File: config.mk
export PLATFORM = sky130hd
export DESIGN_NAME = priority_scanner
export DESIGN_NICKNAME = d
export VERILOG_FILES = /design/src/rtl/priority_scanner.sv
export SDC_FILE = /design/constraint.sdc
export NUM_CORES = 1
export LEC_CHECK = 0
export CAP_MARGIN = 20
export CORE_ASPECT_RATIO = 1.5
export CORE_MARGIN = 1.5
export CORE_UTILIZATION = 45
export DETAILED_ROUTE_END_ITERATION = 8
export DONT_BUFFER_PORTS = 1
export GPL_TIMING_DRIVEN = 0
export SLEW_MARGIN = 10
export SYNTH_ARGS = -nofsm -noshare
export SYNTH_HDL_FRONTEND = slang
export SYNTH_SLANG_ARGS = --single-unit
export TNS_END_PERCENT = 50
File: constraint.sdc
create_clock -name clk -period 225.6 [get_ports clk]
set_clock_uncertainty 0.2 [all_clocks]
set_input_delay 22.56 -clock clk [delete_from_list [all_inputs] [get_ports clk]]
set_output_delay 22.56 -clock clk [all_outputs]
set_load 0.02 [all_outputs]
File: src/rtl/priority_scanner.sv
// Repeatedly picks the highest-priority live entry (lowest index on ties) from a captured
// table, hands it out over a valid/ready port, retires it, and pulses done when none remain.
module priority_scanner #(
  parameter int NSQ = 64,
  parameter int PW  = 3
) (
  input  logic                      clk,
  input  logic                      rst_n,
  input  logic                      start,
  input  logic                      abort,
  input  logic [NSQ*PW-1:0]         prio_in,
  input  logic                      out_ready,
  output logic                      out_valid,
  output logic [$clog2(NSQ)-1:0]    out_sq,
  output logic [PW-1:0]             out_prio,
  output logic                      busy,
  output logic                      done,
  output logic [$clog2(NSQ+1)-1:0]  count
);

  localparam int SW = $clog2(NSQ);
  localparam int CW = $clog2(NSQ+1);

  typedef enum logic [1:0] {IDLE, SCAN, EMIT, DONE} state_t;

  state_t              state_q, state_d;
  logic [NSQ*PW-1:0]   table_q, table_d;
  logic                out_valid_q, out_valid_d;
  logic [SW-1:0]       out_sq_q, out_sq_d;
  logic [PW-1:0]       out_prio_q, out_prio_d;
  logic [CW-1:0]       count_q, count_d;

  logic [SW-1:0]       sel_idx;
  logic [PW-1:0]       sel_prio;

  // Strict greater-than keeps the lowest index among equal priorities.
  always_comb begin
    sel_idx  = '0;
    sel_prio = '0;
    for (int i = 0; i < NSQ; i++) begin
      if (table_q[PW*i +: PW] > sel_prio) begin
        sel_prio = table_q[PW*i +: PW];
        sel_idx  = SW'(i);
      end
    end
  end

  always_ff @(posedge clk) begin
    if (!rst_n) begin
      state_q     <= IDLE;
      table_q     <= '0;
      out_valid_q <= 1'b0;
      out_sq_q    <= '0;
      out_prio_q  <= '0;
      count_q     <= '0;
    end else begin
      state_q     <= state_d;
      table_q     <= table_d;
      out_valid_q <= out_valid_d;
      out_sq_q    <= out_sq_d;
      out_prio_q  <= out_prio_d;
      count_q     <= count_d;
    end
  end

  always_comb begin
    state_d = state_q;
    if (abort) begin
      state_d = IDLE;
    end else begin
      case (state_q)
        IDLE:    if (start) state_d = SCAN;
        SCAN:    state_d = (sel_prio != '0) ? EMIT : DONE;
        EMIT:    if (out_ready) state_d = SCAN;
        DONE:    state_d = IDLE;
        default: state_d = IDLE;
      endcase
    end
  end

  // Datapath next-state; abort freezes table and count and only drops valid.
  always_comb begin
    table_d     = table_q;
    out_valid_d = out_valid_q;
    out_sq_d    = out_sq_q;
    out_prio_d  = out_prio_q;
    count_d     = count_q;
    if (abort) begin
      out_valid_d = 1'b0;
    end else begin
      case (state_q)
        IDLE: begin
          if (start) begin
            table_d = prio_in;
            count_d = '0;
          end
        end
        SCAN: begin
          if (sel_prio != '0) begin
            out_valid_d = 1'b1;
            out_sq_d    = sel_idx;
            out_prio_d  = sel_prio;
          end
        end
        EMIT: begin
          if (out_ready) begin
            table_d[PW*out_sq_q +: PW] = '0;
            count_d     = count_q + CW'(1);
            out_valid_d = 1'b0;
          end
        end
        default: ;
      endcase
    end
  end

  always_comb begin
    busy = (state_q != IDLE);
    done = (state_q == DONE) && !abort;
  end

  assign out_valid = out_valid_q;
  assign out_sq    = out_sq_q;
  assign out_prio  = out_prio_q;
  assign count     = count_q;

endmodule
After elaboration in Yosys (flattened, before gate mapping)
Index checks and enable logic that the tools add are counted.
{ "classes": {"order_cmp": 64, "eq_ne": 6, "reduce_logical": 12, "bitwise_logic": 2, "muxes": 141, "multipliers": 1, "n_shift": 2, "addsub": 2} }
{ "ops": {"columns": ["cell", "count"], "rows": [
  ["2-to-1 mux 192 bit", 2],
  ["one-hot mux 192 bit (2 select lines)", 1],
  ["2-to-1 mux 6 bit", 62],
  ["bitwise mux 192 bit", 1],
  ["2-to-1 mux 3 bit", 64],
  ["variable shift 3 x 34 -> 192 bit (first input constant)", 1],
  ["variable part select 3 x 34 -> 192 bit (first input constant)", 1],
  ["greater-than comparator 3 bit", 63],
  ["negator 8 -> 34 bit", 1],
  ["2-to-1 mux 7 bit", 2],
  ["one-hot mux 7 bit (2 select lines)", 1],
  ["multiplier 2 x 6 -> 8 bit (first input constant)", 1],
  ["one-hot mux 2 bit (4 select lines)", 1],
  ["adder 7 x 1 -> 7 bit (second input constant)", 1],
  ["inequality test 2 bit (second input constant)", 3],
  ["AND reduction 3 bit", 2],
  ["nonzero test 2 bit", 3],
  ["== test 2 bit (second input constant)", 2],
  ["2-to-1 mux 1 bit", 4],
  ["2-to-1 mux 2 bit", 2],
  ["AND reduction 4 bit", 1],
  ["greater-than comparator 3 x 1 -> 1 bit (second input constant)", 1],
  ["nonzero test 3 bit", 1],
  ["== test 2 x 1 -> 1 bit (second input constant)", 1],
  ["7 further kinds", 8]
]} }
{ "totals": {"register_bits": 211, "output_inout_bits": 19} }

Logic depth before layout (Yosys ltp)
{ "logic_depth": {"ltp_word": 131, "ltp_mapped": 442} }

Worst setup path after synthesis
Ideal clock, no wire load.
{ "synth_timing": {"path_kind": "register -> register", "from": "register table_q[2]", "to": "register out_sq_q[4], in the netlist out_sq[4]", "period_less_slack_ps": 75432, "path_slack_ps": 150168, "path_stages_with_launch": 412, "arrival_ps": 75117, "t_required_ps": 225285, "n_path_buf": 11, "setup_time_ps": 115, "cell_sequence": "dfxtp_1 -> inv_1 -> ha_1 -> or2_1 -> o21a_4 -> a311o_4 -> ha_1 -> and3_1 -> a21o_4 -> mux2_2 -> ha_1 -> nand2b_1 -> a21oi_2 -> a21bo_2 -> o221ai_1 -> ha_1 -> nand3b_1 -> a32oi_1 -> [... 376 more ...] -> o21ai_0 -> nand2b_1 -> inv_1 -> a31oi_1 -> buf_4 -> mux2_2 -> ha_1 -> nor2b_1 -> o21ai_0 -> a32oi_1 -> dlygate4sd3_1 -> and3b_1 -> a21oi_1 -> o21ai_2 -> a2111o_1 -> buf_6 -> and2_4 -> o21a_1"} }
{ "synth_between": {"elab_chain_cells": 130, "word_cells_on_any_way": 191} }
{ "synth_lines": {"columns": ["item", "line", "rtl"], "rows": [
  ["start, declared", "27", "logic [NSQ*PW-1:0] table_q, table_d;"],
  ["start signal, assigned", "58", "table_q <= table_d;"],
  ["greater-than comparator 3 x 1 -> 1 bit", "41", "if (table_q[PW*i +: PW] > sel_prio) begin"],
  ["2-to-1 mux 3 bit *", "41", null],
  ["greater-than comparator 3 bit", "41", null],
  ["2-to-1 mux 3 bit *", "41", null],
  ["greater-than comparator 3 bit", "41", null],
  ["2-to-1 mux 3 bit *", "41", null],
  ["greater-than comparator 3 bit", "41", null],
  ["2-to-1 mux 3 bit", "41", null],
  ["[... 114 more ...]", null, null],
  ["greater-than comparator 3 bit", "41", null],
  ["2-to-1 mux 3 bit", "41", null],
  ["greater-than comparator 3 bit", "41", null],
  ["2-to-1 mux 3 bit", "41", null],
  ["greater-than comparator 3 bit", "41", null],
  ["2-to-1 mux 3 bit", "41", null],
  ["nonzero test 3 bit", "99", "if (sel_prio != '0) begin"],
  ["AND reduction 3 bit (no source line)", null, null],
  ["end signal, assigned", "60", "out_sq_q <= out_sq_d;"],
  ["end, declared", "29", "logic [SW-1:0] out_sq_q, out_sq_d;"]
]} }
Every way passes the cells marked *; elsewhere a longest branch is shown, timed or not.
A chain may end at the register's enable or synchronous reset.

Final worst setup path
{ "layout_timing": {"from": "register table_q[1]", "to": "register out_sq_q[4], in the netlist out_sq[4]"} }
Same word-level chain as after synthesis.

==> insert_results.sql <==
INSERT INTO impl_metrics (metric_group, metric, value, unit) VALUES
('cts', 'root_buffer', 'clkbuf_16', ''),
('worst_setup_path', 'worst-endpoint-required', '225850', 'ps'),
('timing', 'drv_slew', '0', ''),
('worst_setup_path', 'timing.critical_path.arrival', '93710', 'ps'),
('die', 'core.rowCount', '89', ''),
('cts', 'cts.sink_count', '211', ''),
('timing', 'worst-slew-pin-transition', '1260', 'ps'),
('global_route', 'grt_overflow', '0', ''),
('synthesis', 'synth.lib_cells_used.distinct', '111', ''),
('routing', 'post-route-drc-count', '0', ''),
('place', 'numPortBuffers', '0', ''),
('die', 'core_area', '39300', 'µm²'),
('cts', 'post-cts-setup-buffers', '0', ''),
('synthesis', 'synthFlopType', 'dfxtp_1', ''),
('worst_setup_path', 'crit_slowest_cell', 'dlygate4sd3_1', ''),
('die', 'initial_core_util', '45.7', '%'),
('routing', 'route.detailed.wl_per_inst', '19.9', 'µm'),
('cts', 'cts-root-to-sink-buffers', '3', ''),
('synthesis', 'synth.yosys.seq_area_share', '23.5', '%'),
('global_route', 'antenna_found_initial', '5', ''),
('cells_and_area', 'postLayoutCellArea', '19500', 'µm²'),
('worst_setup_path', 'timing.critical_path.slowest_cell_delay', '790', 'ps'),
('global_route', 'number_of_global_route_vias_before_repair', '18100', ''),
('synthesis', 'synth.cell_area', '18000', 'µm²'),
('cts', 'clk-insertion-delay-late', '560', 'ps'),
('routing', 'drt_wl_total', '60.7', 'mm'),
('die', 'die_h', '248', 'µm'),
('timing', 'slew_headroom', '13.7', '%'),
('worst_hold_path', 'worstHoldPathType', 'flip-flop to flip-flop', ''),
('worst_setup_path', 'critical_path.endpoint_type', 'flip-flop', ''),
('routing', 'firstDrtPassIters', '5', ''),
('timing', 'period_share', '41.4', '%'),
('cells_and_area', 'final_layout_size_suffix_gt1_share', '7.04', '%'),
('worst_setup_path', 'worst-path-max-fanout', '10', ''),
('worst_setup_path', 'criticalPathCategory', 'flip-flop to flip-flop', ''),
('routing', 'drtAntennaViolNets', '0', ''),
('timing', 'rsz0062_at_grt', 'no', ''),
('flow_run', 'max_cap_viol_count', '0', ''),
('timing', 'finalSetupViolations', '0', ''),
('cells_and_area', 'final_net_count', '2918', ''),
('timing', 'fmax', '10.7', 'MHz'),
('cts', 'htree_levels', '1', ''),
('synthesis', 'synth_fp_nets', '2884', ''),
('global_route', 'grt_pass1_wl', '93.8', 'mm'),
('status', 'status', 'completed', ''),
('synthesis', 'synth-async-reset-ratio', '0', '%'),
('place', 'placed_wire_length_estimate_after_detailed_placement', '49.8', 'mm'),
('timing', 'final_period_minus_worst_setup_slack', '93460', 'ps'),
('routing', 'number_of_vias_after_detailed_routing', '18400', ''),
('cts', 'cts_made_buffers', '24', ''),
('place', 'dpl_cell_area', '18700', 'µm²'),
('worst_setup_path', 'critical_path_buf_inv_count', '30', ''),
('die', 'ioPinCount', '216', ''),
('synthesis', 'synth_edf_count', '0', ''),
('worst_setup_path', 'type_of_element_launching_the_critical_path', 'flip-flop', ''),
('global_route', 'globalRouteTotalUtil', '28.7', '%'),
('worst_setup_path', 'critical_path.top_delay_family', 'compound AO/OA/AOI/OAI gates', ''),
('routing', 'drt_first_iter_violations', '924', ''),
('synthesis', 'synth-seq-cells', '211', ''),
('timing', 'final-hold-violation-count', '0', ''),
('global_route', 'grt_start_max_net_pins', '15', ''),
('synthesis', 'synthesis.area_per_instance', '7.21', 'µm²'),
('die', 'die_width', '166', 'µm'),
('place', 'routabilityCongestion', '0.948', ''),
('worst_setup_path', 'critical_path.most_common_cell', 'ha_1', ''),
('cells_and_area', 'num-fill-cells', '4097', ''),
('cts', 'cts_repair_resize_count', '0', ''),
('die', 'dieArea', '41200', 'µm²'),
('cts', 'postCtsHoldBufs', '0', ''),
('cts', 'tritoncts', 'yes', ''),
('routing', 'avgViaCountPerCell', '6.05', ''),
('synthesis', 'post_synthesis_instance_total', '2493', ''),
('cells_and_area', 'area_growth', '8.43', '%'),
('synthesis', 'ys_warn_count', '0', ''),
('cts', 'clk_transition_reported_paths', '70', 'ps'),
('timing', 'final_layout_setup_total_negative_slack', '0', 'ps');
==> worst register-to-register path, delay by kind of cell, from the launching register on <==
kind | cells | cell delay (ps)
adders and majority gates | 63 | 17180
and+or+nand+nor | 158 | 28340
buffers and inverters | 30 | 4560
AOI/OAI and AO/OA | 151 | 38030
muxes | 14 | 4690
DFF | 1 | 350
==> registers in the layout, indices dropped and copies added, names as in the netlist <==
| name | flops |
|---|---|
| table_q | 192 |
| out_prio | 3 |
| state_q | 2 |
| out_sq | 6 |
| count | 7 |
| out_valid | 1 |
==> routing by layer <==
layer / part of all wire, % / vias up / global-route usage [%]
met5: 0.058 / - / 0
met4: 6.6 / 6 / 18.0
met3: 6.3 / 170 / 5.07
met2: 49 / 518 / 51.8
met1: 38 / 8626 / 31.2
li1: - / 9082 / -
==> Yosys cell counts (23+ instances only) <==
library cell	n	area share, %
a21oi_1	323	9.0
clkbuf_1	69	1.4
dfxtp_1	211	24
ha_1	194	14
inv_1	140	2.9
mux2_2	36	2.3
mux2i_1	23	1.3
nand2_1	429	9.0
nand2b_1	34	1.2
nand3_1	247	6.9
nand3b_1	26	1.1
nor2_1	147	3.1
nor2b_1	28	0.98
nor3_1	36	1.0
o21a_1	23	0.96
o21ai_0	88	2.5
==> layout make-up <==
type	count	area (µm²)	area share, %
well taps	500	626	3.21
plain buffers	86	352	1.80
repair buffers	8	101	0.520
diodes	1	2.50	0.0128
multi-input cells	2053	12900	66.1
flip-flops and latches	211	4220	21.7
clock inverters	10	115	0.591
clock buffers	30	654	3.36
inverters	143	537	2.76
==> logic make-up (layout without fill, tap and decap cells) <==
family          after synthesis  after routing  synth area share (%)
fa+ha+maj                   194            194                  13.5
flops                       211            211                  23.5
compound gates              718            718                  26.1
buf+inv                     229            277                  4.94
mux                          59             59                  3.54
xor+xnor                      9              9                 0.439
simple gates               1073           1073                  27.9
other cells                   0              1                     0
==> final timing paths <==
check	slack (ps)	depth (start not counted)	to	from
min reg2reg	250	2	table_q[96]	table_q[96]
min	250	2	table_q[96]	table_q[96]
max	132140	416	out_sq[4]	table_q[1]
max reg2reg	132140	416	out_sq[4]	table_q[1]
==> layout by cell type (no fill, tap or decap), types with 17 or more instances in the layout <==
cell type / netlist / layout
a211oi_1: 20 / 20
a21boi_0: 17 / 17
a21o_1: 20 / 20
a21oi_1: 323 / 323
a31oi_1: 20 / 20
and2_1: 20 / 20
clkbuf_1: 69 / 73
clkbuf_16: 0 / 25
dfxtp_1: 211 / 211
ha_1: 194 / 194
inv_1: 140 / 140
mux2_2: 36 / 36
mux2i_1: 23 / 23
nand2_1: 429 / 429
nand2b_1: 34 / 34
nand3_1: 247 / 247
nand3b_1: 26 / 26
nor2_1: 147 / 147
nor2b_1: 28 / 28
nor3_1: 36 / 33
o21a_1: 23 / 23
o21ai_0: 88 / 88
or2_2: 17 / 17
==> stage by stage <==
stage	util (%)	instances	setup slack, ps	hold slack (ps)
finish	49.6	3042	132140	253
global route	49.6	3041	124290	280
CTS	49.6	3041	132810	256
detailed placement	47.6	3001	133240	249
global placement	47.3	2993	134620	248
floorplan	-	2493	150170	232
Power is left out: the tool's default activity adds up to more than one toggle a clock period on the data nets, which glitch-free logic cannot reach.
